===== src/rtl/music_queue_ctrl_if.sv =====
// Register bus between the host and the music queue controller.
// Host drives the write strobe, address and data; the controller returns combinational read data.
interface music_queue_ctrl_if;
   logic        we;
   logic [1:0]  addr;
   logic [31:0] wdata;
   logic [31:0] rdata;

   modport master (output we, addr, wdata, input rdata);
   modport slave  (input we, addr, wdata, output rdata);
endinterface


===== src/rtl/music_queue_ctrl.sv =====
// Song-request queue and play sequencer: buffers song numbers written by the host and
// toggles the player on and off, enforcing a silent gap between consecutive songs.
//
// state | meaning
// IDLE  | waiting for a queued song
// LOAD  | pop queue head into mode
// START | one-cycle en pulse starts the player
// PLAY  | song running, wait for song_done or STOP
// STOP  | one-cycle en pulse halts the player
// GAP   | GAP_CYCLES silent clocks before next song
module music_queue_ctrl #(
   parameter int DEPTH      = 4,
   parameter int GAP_CYCLES = 16
) (
   input  logic                     clk,
   input  logic                     rstn,
   music_queue_ctrl_if.slave        bus,
   input  logic                     song_done,
   output logic                     en,
   output logic [30:0]              mode
);
   localparam int AW = $clog2(DEPTH);
   localparam int CW = AW + 1;
   localparam int GW = (GAP_CYCLES > 1) ? $clog2(GAP_CYCLES) : 1;

   typedef enum logic [2:0] {
      S_IDLE  = 3'd0,
      S_LOAD  = 3'd1,
      S_START = 3'd2,
      S_PLAY  = 3'd3,
      S_STOP  = 3'd4,
      S_GAP   = 3'd5
   } state_t;

   state_t        state, state_nxt;
   logic [30:0]   mem [DEPTH];
   logic [AW-1:0] wr_ptr, rd_ptr;
   logic [CW-1:0] count;
   logic          overflow;
   logic [GW-1:0] gap_cnt;
   logic          gap_load;
   logic          empty, full, busy;
   logic          push_req, ctrl_wr, flush, stop_req, clr_ovf, push_ok, pop_ok;
   logic [3:0]    count_field;
   logic [31:0]   status;
   logic          unused_wdata;

   assign empty    = (count == '0);
   assign full     = (count == CW'(DEPTH));
   assign busy     = (state != S_IDLE);
   assign push_req = bus.we && (bus.addr == 2'd0);
   assign ctrl_wr  = bus.we && (bus.addr == 2'd1);
   assign flush    = ctrl_wr && bus.wdata[1];
   assign stop_req = ctrl_wr && bus.wdata[0];
   assign clr_ovf  = ctrl_wr && bus.wdata[2];
   // A push alongside FLUSH is simply discarded; a push when full is dropped even if LOAD pops.
   assign push_ok  = push_req && !full && !flush;
   assign pop_ok   = (state == S_LOAD) && !empty;
   assign unused_wdata = bus.wdata[31];

   always_ff @(posedge clk) begin
      if (push_ok) mem[wr_ptr] <= bus.wdata[30:0];
   end

   always_ff @(posedge clk or negedge rstn) begin
      if (!rstn) begin
         wr_ptr <= '0;
         rd_ptr <= '0;
         count  <= '0;
      end else if (flush) begin
         wr_ptr <= '0;
         rd_ptr <= '0;
         count  <= '0;
      end else begin
         if (push_ok) wr_ptr <= wr_ptr + AW'(1);
         if (pop_ok)  rd_ptr <= rd_ptr + AW'(1);
         count <= count + CW'(push_ok) - CW'(pop_ok);
      end
   end

   always_ff @(posedge clk or negedge rstn) begin
      if (!rstn) begin
         overflow <= 1'b0;
         mode     <= '0;
         gap_cnt  <= '0;
      end else begin
         if (push_req && full && !flush) overflow <= 1'b1;
         else if (clr_ovf)               overflow <= 1'b0;
         if (pop_ok) mode <= mem[rd_ptr];
         if (gap_load)                            gap_cnt <= GW'(GAP_CYCLES - 1);
         else if (state == S_GAP && gap_cnt != '0) gap_cnt <= gap_cnt - GW'(1);
      end
   end

   always_ff @(posedge clk or negedge rstn) begin
      if (!rstn) state <= S_IDLE;
      else       state <= state_nxt;
   end

   always_comb begin
      state_nxt = state;
      en        = 1'b0;
      gap_load  = 1'b0;
      case (state)
         S_IDLE:  if (!empty) state_nxt = S_LOAD;
         // A FLUSH in the IDLE cycle can leave LOAD with nothing to pop.
         S_LOAD:  state_nxt = empty ? S_IDLE : S_START;
         S_START: begin
            en        = 1'b1;
            state_nxt = S_PLAY;
         end
         S_PLAY: begin
            if (song_done) begin
               state_nxt = S_GAP;
               gap_load  = 1'b1;
            end else if (stop_req) begin
               state_nxt = S_STOP;
            end
         end
         S_STOP: begin
            en        = 1'b1;
            state_nxt = S_GAP;
            gap_load  = 1'b1;
         end
         S_GAP:   if (gap_cnt == '0) state_nxt = S_IDLE;
         default: state_nxt = S_IDLE;
      endcase
   end

   always_comb begin
      count_field = (32'(count) > 32'd15) ? 4'd15 : 4'(count);
      status      = {20'b0, count_field, 1'b0, state, overflow, busy, full, empty};
      case (bus.addr)
         2'd2:    bus.rdata = status;
         2'd3:    bus.rdata = {1'b0, mode};
         default: bus.rdata = '0;
      endcase
   end
endmodule

===== src/flat_wrapper.sv =====
// flat-port wrapper written by rule: the top's interface ports become plain ports
module music_queue_ctrl_flat 
#(
   parameter int DEPTH      = 4,
   parameter int GAP_CYCLES = 16
)
  (clk, rstn, song_done, en, mode, bus_we, bus_addr, bus_wdata, bus_rdata);
  music_queue_ctrl_if bus_i ();
  input  logic clk;
  input  logic rstn;
  input  logic song_done;
  output logic en;
  output logic [30:0] mode;
  input wire logic [$bits(bus_i.we)-1:0] bus_we;
  input wire logic [$bits(bus_i.addr)-1:0] bus_addr;
  input wire logic [$bits(bus_i.wdata)-1:0] bus_wdata;
  output wire logic [$bits(bus_i.rdata)-1:0] bus_rdata;
  assign bus_i.we = bus_we;
  assign bus_i.addr = bus_addr;
  assign bus_i.wdata = bus_wdata;
  assign bus_rdata = bus_i.rdata;
  music_queue_ctrl #(.DEPTH(DEPTH), .GAP_CYCLES(GAP_CYCLES)) u_core (.clk(clk), .rstn(rstn), .bus(bus_i), .song_done(song_done), .en(en), .mode(mode));
endmodule

===== config.mk =====
export PLATFORM = sky130hd
export DESIGN_NAME = music_queue_ctrl_flat
export DESIGN_NICKNAME = d
export VERILOG_FILES = /design/src/rtl/music_queue_ctrl_if.sv /design/src/rtl/music_queue_ctrl.sv /design/src/flat_wrapper.sv
export SDC_FILE = /design/constraint.sdc
export NUM_CORES = 1
export LEC_CHECK = 0
export ABC_AREA = 1
export CAP_MARGIN = 20
export CORE_AREA = 2 2 148 150
export DETAILED_ROUTE_END_ITERATION = 6
export DIE_AREA = 0 0 150 152
export GPL_ROUTABILITY_DRIVEN = 0
export MAX_ROUTING_LAYER = met4
export PLACE_DENSITY_LB_ADDON = 0.3
export SKIP_CTS_REPAIR_TIMING = 1
export SLEW_MARGIN = 0
export SYNTH_ARGS = -nofsm -noshare
export SYNTH_HDL_FRONTEND = slang
export SYNTH_SLANG_ARGS = --single-unit

===== constraint.sdc =====
create_clock -name clk -period 4.7 [get_ports clk]
set_input_delay 1.175 -clock clk [delete_from_list [all_inputs] [get_ports clk]]
set_output_delay 1.175 -clock clk [all_outputs]
set_load 0.02 [all_outputs]

==> summary.txt, run 1 <==
Drt
  – Initial drt markers: 291
  – DR vias/cell: 4.542
  – Total detailed-routing wirelength: 15770 um
  – DRT antenna net count: 0
  – DRT Pass-1 Iters: 4
  – Total number of vias: 4783
  – WL per Instance: 14.98 um
  – Remaining DRCs: 0

Setup path
  – Capturing element type of the critical path: output pin
  – CP arrival: 2.93 ns
  – Startpoint types: input pin
  – Required time reported for the critical path endpoint: 3.52 ns
  – Maximum fanout encountered on the critical timing path: 31
  – Critical setup path kind: input pin to output pin

Final layout
  – Non-filler instance count after layout: 1053
  – Final net count: 804
  – P&R area growth vs syn: 25.66%
  – Final-layout fill cell count: 1986
  – Area of the multi-input gates: 2019 um^2
  – Summed area of non-filler cells in the final layout: 9204 um^2
  – Ratio of cells with drive above 1 in the final layout: 15.03%
  – Area taken by flip-flops and latches: 4876 um^2

CTS
  – Clock Tree Root: sky130_fd_sc_hd__clkbuf_16
  – TritonCTS clock tree: yes
  – Maximum level of the CTS H-tree: 4
  – Total clock buffers created by CTS: 17
  – Clock-pin slew of the registers on the worst-case setup and hold paths: 0.07 ns
  – Worst-skew pair later-pin latency: 0.42 ns
  – Clock Tree Buf Depth: 2
  – CTS sink cnt: 170

Pwr
  – Power per unit of standard cell area: 614.0 nW/um^2
  – Total chip power: 5651 uW
  – Worst IR Drop VDD: 0.2669 mV
  – Static Leakage: 0.003544 uW

Yosys
  – Post-Synth Simple-Gate Area: 15.78%
  – Part of the Yosys area used for sequential elements: 66.55%
  – Synth Register Bits: 170
  – Proportion of netlist area held by the largest area contributor: 50.84%
  – Flip-flop cell with the highest count after synthesis: sky130_fd_sc_hd__edfxtp_1
  – Fraction of synthesis flops using an asynchronous set or reset pin: 27.06%
  – Synthesized netlist net count: 707
  – Multiplexer area fraction after synthesis: 0%
  – Number of different library cells in the post-synthesis netlist: 31
  – Complex-gate fraction of the synthesized area: 9.788%
  – Post-synthesis average cell area: 11.06 um^2
  – Fraction of synthesized cell area in xor and xnor cells: 0.2392%
  – Area of the mapped netlist: 7325 um^2
  – Number of flops mapped to enable cells by yosys: 124
  – Area contributors post-synth: sky130_fd_sc_hd__edfxtp_1 (51%), sky130_fd_sc_hd__dfrtp_1 (16%), sky130_fd_sc_hd__nor2_1 (8.1%), sky130_fd_sc_hd__o21ai_2 (3.7%), sky130_fd_sc_hd__nand2_1 (3.1%)
  – Cell taking the most area after synthesis: sky130_fd_sc_hd__edfxtp_1
  – Post-Synthesis Cells: 662
  – Number of warnings printed during yosys synthesis: 0
  – Synthesized-area fraction occupied by adder cells: 1.298%
  – Main combinational cell family by area after synthesis: simple AND/OR/NAND/NOR gates

STA
  – Fraction of the cycle the final worst path needs: 87.38%
  – Number of endpoints with negative hold slack in the final report: 0
  – Setup repair after global routing missed its margin: no
  – Total Neg Setup Slack: 0 ns
  – Number of setup violations in the final report: 0
  – Total count of max-transition violations in the final report: 0
  – Slew HR: 50.82%
  – Maximum clock frequency: 243.5 MHz
  – Final worst clock skew: 0.006502 ns
  – Minimum period implied by the final worst setup slack: 4.107 ns
  – Setup slack after layout: 0.5933 ns
  – Pin slew with the least headroom to its limit: 0.7366 ns

Die
  – Core area: 21350 um^2
  – Die width: 150 um
  – Die area: 22800 um^2
  – Floorplan die height: 152 um
  – Row Count: 54
  – I/O Pins: 102
  – Initial core utilization: 34.31%

Place
  – HPWL Detailed: 9411 um
  – Quantity of I/O buffers inserted on ports: 99
  – Total placed instance area: 8574 um^2
  – Placed Cells incl. Taps: 1019
  – Worst setup slack after placement: 0.5795 ns

GRT
  – Aggregate global routing overflow: 0
  – Pin count of the biggest net entering global routing: 65
  – Met3 track demand over resource: 3.874%
  – Number of global-route vias before repair: 4577
  – Global routing usage summed across all routing layers: 14.99%
  – Global-route wire length before repair: 25050 um
  – Most Used Layer, Global Route: met2
  – Number of antenna violations at the first check in global routing: 1
  – Met2 GRT Util: 25.05%
  – Global routing met1 resource utilization: 17.84%

Worst hold path
  – Worst hold path class: register to register

Status
  – Outcome: completed

Run
  – Number of violations of the max-capacitance limit: 0
## worst max-delay path, stage by stage
cell                              delay [ns]
sky130_fd_sc_hd__clkdlybuf4s50_1        0.59
sky130_fd_sc_hd__nand2_1                0.08
sky130_fd_sc_hd__buf_4                  0.25
sky130_fd_sc_hd__o22ai_1                0.20
sky130_fd_sc_hd__clkdlybuf4s50_1        0.63
## cell usage after synthesis, types with 2 or more instances
cell type                  count
sky130_fd_sc_hd__edfxtp_1    124
sky130_fd_sc_hd__nand2_2      31
sky130_fd_sc_hd__o21ai_1      26
sky130_fd_sc_hd__buf_6         3
sky130_fd_sc_hd__ha_1          6
sky130_fd_sc_hd__dfrtp_1      46
sky130_fd_sc_hd__o22ai_1       8
sky130_fd_sc_hd__buf_4         2
sky130_fd_sc_hd__nand3_1      16
sky130_fd_sc_hd__buf_12        3
sky130_fd_sc_hd__buf_2        19
sky130_fd_sc_hd__nand4_1       5
sky130_fd_sc_hd__inv_1        56
sky130_fd_sc_hd__clkbuf_1      3
sky130_fd_sc_hd__o21ai_0      44
sky130_fd_sc_hd__o21ai_2      31
sky130_fd_sc_hd__o31ai_1       2
sky130_fd_sc_hd__a21oi_1       3
sky130_fd_sc_hd__inv_2         5
sky130_fd_sc_hd__nand2_1      60
sky130_fd_sc_hd__nor2_1      159
## stage by stage
stage,hold WS [ns],util (%)
after CTS,0.5110,42.97
after global routing,0.5250,43.11
after floorplan,0.4662,-
final,0.5059,43.11
after detailed placement,0.4935,40.16
after global placement,0.4878,40.16
## cells in the final DEF (no fill, tap or decap), types with 3 or more instances in the layout
master and count:
sky130_fd_sc_hd__nor2_1 155, sky130_fd_sc_hd__edfxtp_1 124, sky130_fd_sc_hd__clkdlybuf4s50_1 98, sky130_fd_sc_hd__nand2_1 60, sky130_fd_sc_hd__inv_1 56, sky130_fd_sc_hd__dfrtp_1 45
sky130_fd_sc_hd__o21ai_0 44, sky130_fd_sc_hd__nand2_2 31, sky130_fd_sc_hd__o21ai_2 31, sky130_fd_sc_hd__o21ai_1 26, sky130_fd_sc_hd__clkbuf_16 17, sky130_fd_sc_hd__nand3_1 16
sky130_fd_sc_hd__o22ai_1 8, sky130_fd_sc_hd__ha_1 6, sky130_fd_sc_hd__inv_2 5, sky130_fd_sc_hd__nor2_4 5, sky130_fd_sc_hd__nand4_1 5, sky130_fd_sc_hd__buf_4 5
sky130_fd_sc_hd__inv_6 4, sky130_fd_sc_hd__a21oi_1 3, sky130_fd_sc_hd__bufinv_16 3, sky130_fd_sc_hd__clkinvlp_4 3, sky130_fd_sc_hd__buf_12 3
## worst paths after layout
kind                                   start                end  slack, ns  depth (start not counted)
setup reg to reg             u_core.count[1]    u_core.count[1]       2.54                         10
max in group asynchronous               rstn   u_core.rd_ptr[0]       3.36                          2
hold / removal             u_core.gap_cnt[2]  u_core.gap_cnt[2]       0.51                          2
hold reg to reg            u_core.gap_cnt[2]  u_core.gap_cnt[2]       0.51                          2
min in group asynchronous               rstn  u_core.gap_cnt[2]       0.86                          2
setup / recovery                 bus_addr[0]       bus_rdata[1]       0.59                          5
## metal layers
| layer | wire length, um | vias to the layer above | part of all wire (%) |
|---|---|---|---|
| met4 | 199 | 0 | 1.3 |
| met5 | 0 | - | 0 |
| li1 | - | 2393 | - |
| met1 | 6961 | 2299 | 44 |
| met2 | 8025 | 77 | 51 |
| met3 | 588 | 14 | 3.7 |
## power breakdown
| group | switching [uW] | internal [uW] |
|---|---|---|
| Sequential | 134 | 1870 |
| Clock | 581 | 839 |
| Combinational | 1380 | 844 |
| Total | 2100 | 3560 |
## cell type report
class | instances | area share, %
clock inverters | 14 | 1.849
well taps | 280 | 3.806
multi-input cells | 400 | 21.94
flip-flops and latches | 170 | 52.98
repair buffers | 108 | 12.07
inverters | 62 | 2.664
clock buffers | 18 | 4.663
diodes | 1 | 0.02719
## sequential cells by signal (all words and copies together), names as in the netlist
register	cells
u_core.count	3
u_core.mode	31
u_core.rd_ptr	2
u_core.gap_cnt	4
u_core.wr_ptr	2
u_core.state	3
u_core.mem	124
u_core.overflow	1
## kinds of logic after synthesis
| kind of cell | Yosys count |
|---|---|
| AOI/OAI and AO/OA | 116 |
| xor gates and xnor gates | 2 |
| adders and majority gates | 7 |
| buffers and inverters | 92 |
| DFF | 170 |
| other | 1 |
| and+or+nand+nor | 274 |
Note: power is estimated with default switching activity, not from simulation.
==> run 2: changes to the inputs <==
SKIP_LAST_GASP = 1   (was unset)
clock period = 4.5 ns   (was 4.7 ns; I/O delays follow)
==> summary.txt, run 2 (synthesis gave the netlist of run 1 again) <==
Status
  – Outcome: completed

Setup path
  – Startpoint types: input pin
  – Capturing element type of the critical path: output pin
  – Critical setup path kind: input pin to output pin
  – CP arrival: 2.88 ns (-0.05 ns)
  – Required time reported for the critical path endpoint: 3.38 ns (-0.14 ns)
  – Maximum fanout encountered on the critical timing path: 31 (unchanged)
  – Worst R2R Path Depth: 10 (unchanged)

Place
  – Total placed instance area: 8587 um^2 (+0.15%)
  – Worst setup slack after placement: 0.4851 ns (-0.09438 ns)
  – HPWL Detailed: 9385 um (-0.28%)
  – Quantity of I/O buffers inserted on ports: 99 (unchanged)

CTS
  – Clock-pin slew of the registers on the worst-case setup and hold paths: 0.06 ns (about the same)
  – Total clock buffers created by CTS: 17 (unchanged)
  – TritonCTS clock tree: yes
  – Maximum level of the CTS H-tree: 4 (unchanged)
  – Clock Tree Root: sky130_fd_sc_hd__clkbuf_16
  – Worst-skew pair later-pin latency: 0.42 ns (about the same)
  – Clock Tree Buf Depth: 2 (unchanged)
  – CTS sink cnt: 170 (unchanged)

Run
  – Number of violations of the max-capacitance limit: 0 (unchanged)

Final layout
  – Biggest register: u_core.mem
  – Final net count: 804 (unchanged)
  – Final-layout fill cell count: 2021 (+1.8%)
  – Registers with the most flip-flops: u_core.mem x124, u_core.mode x31, u_core.gap_cnt x4
  – P&R area growth vs syn: 25.91%
  – Largest register FFs: 124 (unchanged)
  – Ratio of cells with drive above 1 in the final layout: 15.28% (+0.26 points)
  – Most used cells in the layout excluding fill and tap cells: sky130_fd_sc_hd__nor2_1 (155), sky130_fd_sc_hd__edfxtp_1 (124), sky130_fd_sc_hd__clkdlybuf4s50_1 (98)
  – Most common cell after layout, fill and taps aside: sky130_fd_sc_hd__nor2_1
  – Summed area of non-filler cells in the final layout: 9223 um^2 (+0.20%)

STA
  – Slew HR: 49.83% (-0.99 points)
  – Minimum period implied by the final worst setup slack: 4.005 ns
  – Setup repair after global routing missed its margin: no
  – Final worst clock skew: 0.009667 ns (+0.003165 ns)
  – Total Neg Setup Slack: 0 ns (unchanged)
  – Maximum clock frequency: 249.7 MHz
  – Number of setup violations in the final report: 0 (unchanged)
  – Pin slew with the least headroom to its limit: 0.7515 ns (+0.01489 ns)
  – Number of endpoints with negative hold slack in the final report: 0 (unchanged)
  – Setup slack after layout: 0.4952 ns (-0.09806 ns)
  – Fraction of the cycle the final worst path needs: 89.00%
  – Total count of max-transition violations in the final report: 0 (unchanged)

Drt
  – Initial drt markers: 268 (-7.9%)
  – WL per Instance: 14.92 um (-0.40%)
  – Remaining DRCs: 0 (unchanged)
  – DR vias/cell: 4.512 (-0.67%)
  – Total number of vias: 4751 (-0.67%)
  – DRT Pass-1 Iters: 4 (unchanged)
  – Total detailed-routing wirelength: 15710 um (-0.40%)
  – DRT antenna net count: 0 (unchanged)

Worst hold path
  – Worst hold path class: input pin to async pin

Pwr
  – Worst IR Drop VDD: 0.3480 mV (+30%)
  – Power per unit of standard cell area: 639.8 nW/um^2 (+4.2%)
  – Static Leakage: 0.003555 uW (+0.31%)

Die
  – Core area: 21350 um^2 (unchanged)
  – Initial core utilization: 34.31% (unchanged)
  – Row Count: 54 (unchanged)
  – Die area: 22800 um^2 (unchanged)
  – Floorplan die height: 152 um (unchanged)
  – Die width: 150 um (unchanged)
  – I/O Pins: 102 (unchanged)

GRT
  – Global-route wire length before repair: 24850 um (-0.80%)
  – Aggregate global routing overflow: 0 (unchanged)
  – Number of antenna violations at the first check in global routing: 1 (unchanged)
  – Global routing usage summed across all routing layers: 14.88% (-0.11 points)
  – Number of global-route vias before repair: 4548 (-0.63%)
  – Pin count of the biggest net entering global routing: 65 (unchanged)
==> run 2: cell types whose count changed in the layout (fill, tap and decap cells not counted), sizes merged <==
cell      before  now
clkbuf        18   19
bufinv         3    2
clkinvlp       3    2
clkinv         5    4
inv           65   67
==> run 2: stage by stage <==
stage	std cells	hold WS (ns)	power [uW]	utilization, %
final	1053	0.4894	5900	43.20
after global routing	1053	0.4736	6318	43.20
after CTS	1051	0.4658	5950	43.06
after detailed placement	1019	0.4980	4460	40.22
after global placement	1019	0.4896	4431	40.22
after floorplan	662	0.4662	3765	-
==> run 2: metal layers <==
metal	vias to the layer above	track usage, %	share of wire [%]	wire [um]
li1	2400	-	-	-
met1	2248	18.27	45	7027
met2	88	24.16	50	7858
met3	15	3.964	4.1	647
met4	0	4.313	1.1	178
met5	-	-	0	0
==> run 2: worst max-delay path, cell delays in order <==
cell	delay [ns]
sky130_fd_sc_hd__clkdlybuf4s50_1	0.57
sky130_fd_sc_hd__nand2_1	0.08
sky130_fd_sc_hd__buf_4	0.26
sky130_fd_sc_hd__o22ai_1	0.21
sky130_fd_sc_hd__clkdlybuf4s50_1	0.63
==> run 2: power by group <==
group	total [uW]	internal, uW	switching, uW
clock	1480	860	616
sequential	2100	1960	141
combinational	2330	883	1440
total	5900	3700	2200
==> run 2: cell type report <==
cell class / count / area, um^2 / area share (%)
Clock inverter: 13 / 152.6 / 1.655
Tap cell: 280 / 350.3 / 3.799
Antenna cell: 1 / 2.502 / 0.02713
Timing Repair Buffer: 108 / 1124 / 12.18
Clock buffer: 19 / 452.9 / 4.911
Multi-Input combinational cell: 400 / 2019 / 21.90
Inverter: 62 / 245.2 / 2.659
Sequential cell: 170 / 4876 / 52.87
==> run 2: worst paths after layout <==
| kind | startpoint | end | slack, ns |
|---|---|---|---|
| max | bus_addr[0] | bus_rdata[4] | 0.50 |
| min | rstn | u_core.gap_cnt[2] | 0.49 |
| max reg2reg | u_core.count[1] | u_core.count[1] | 2.33 |
| min reg2reg | u_core.gap_cnt[2] | u_core.gap_cnt[2] | 0.50 |
| max in group asynchronous | rstn | u_core.rd_ptr[0] | 3.16 |
| min in group clk | u_core.gap_cnt[2] | u_core.gap_cnt[2] | 0.50 |
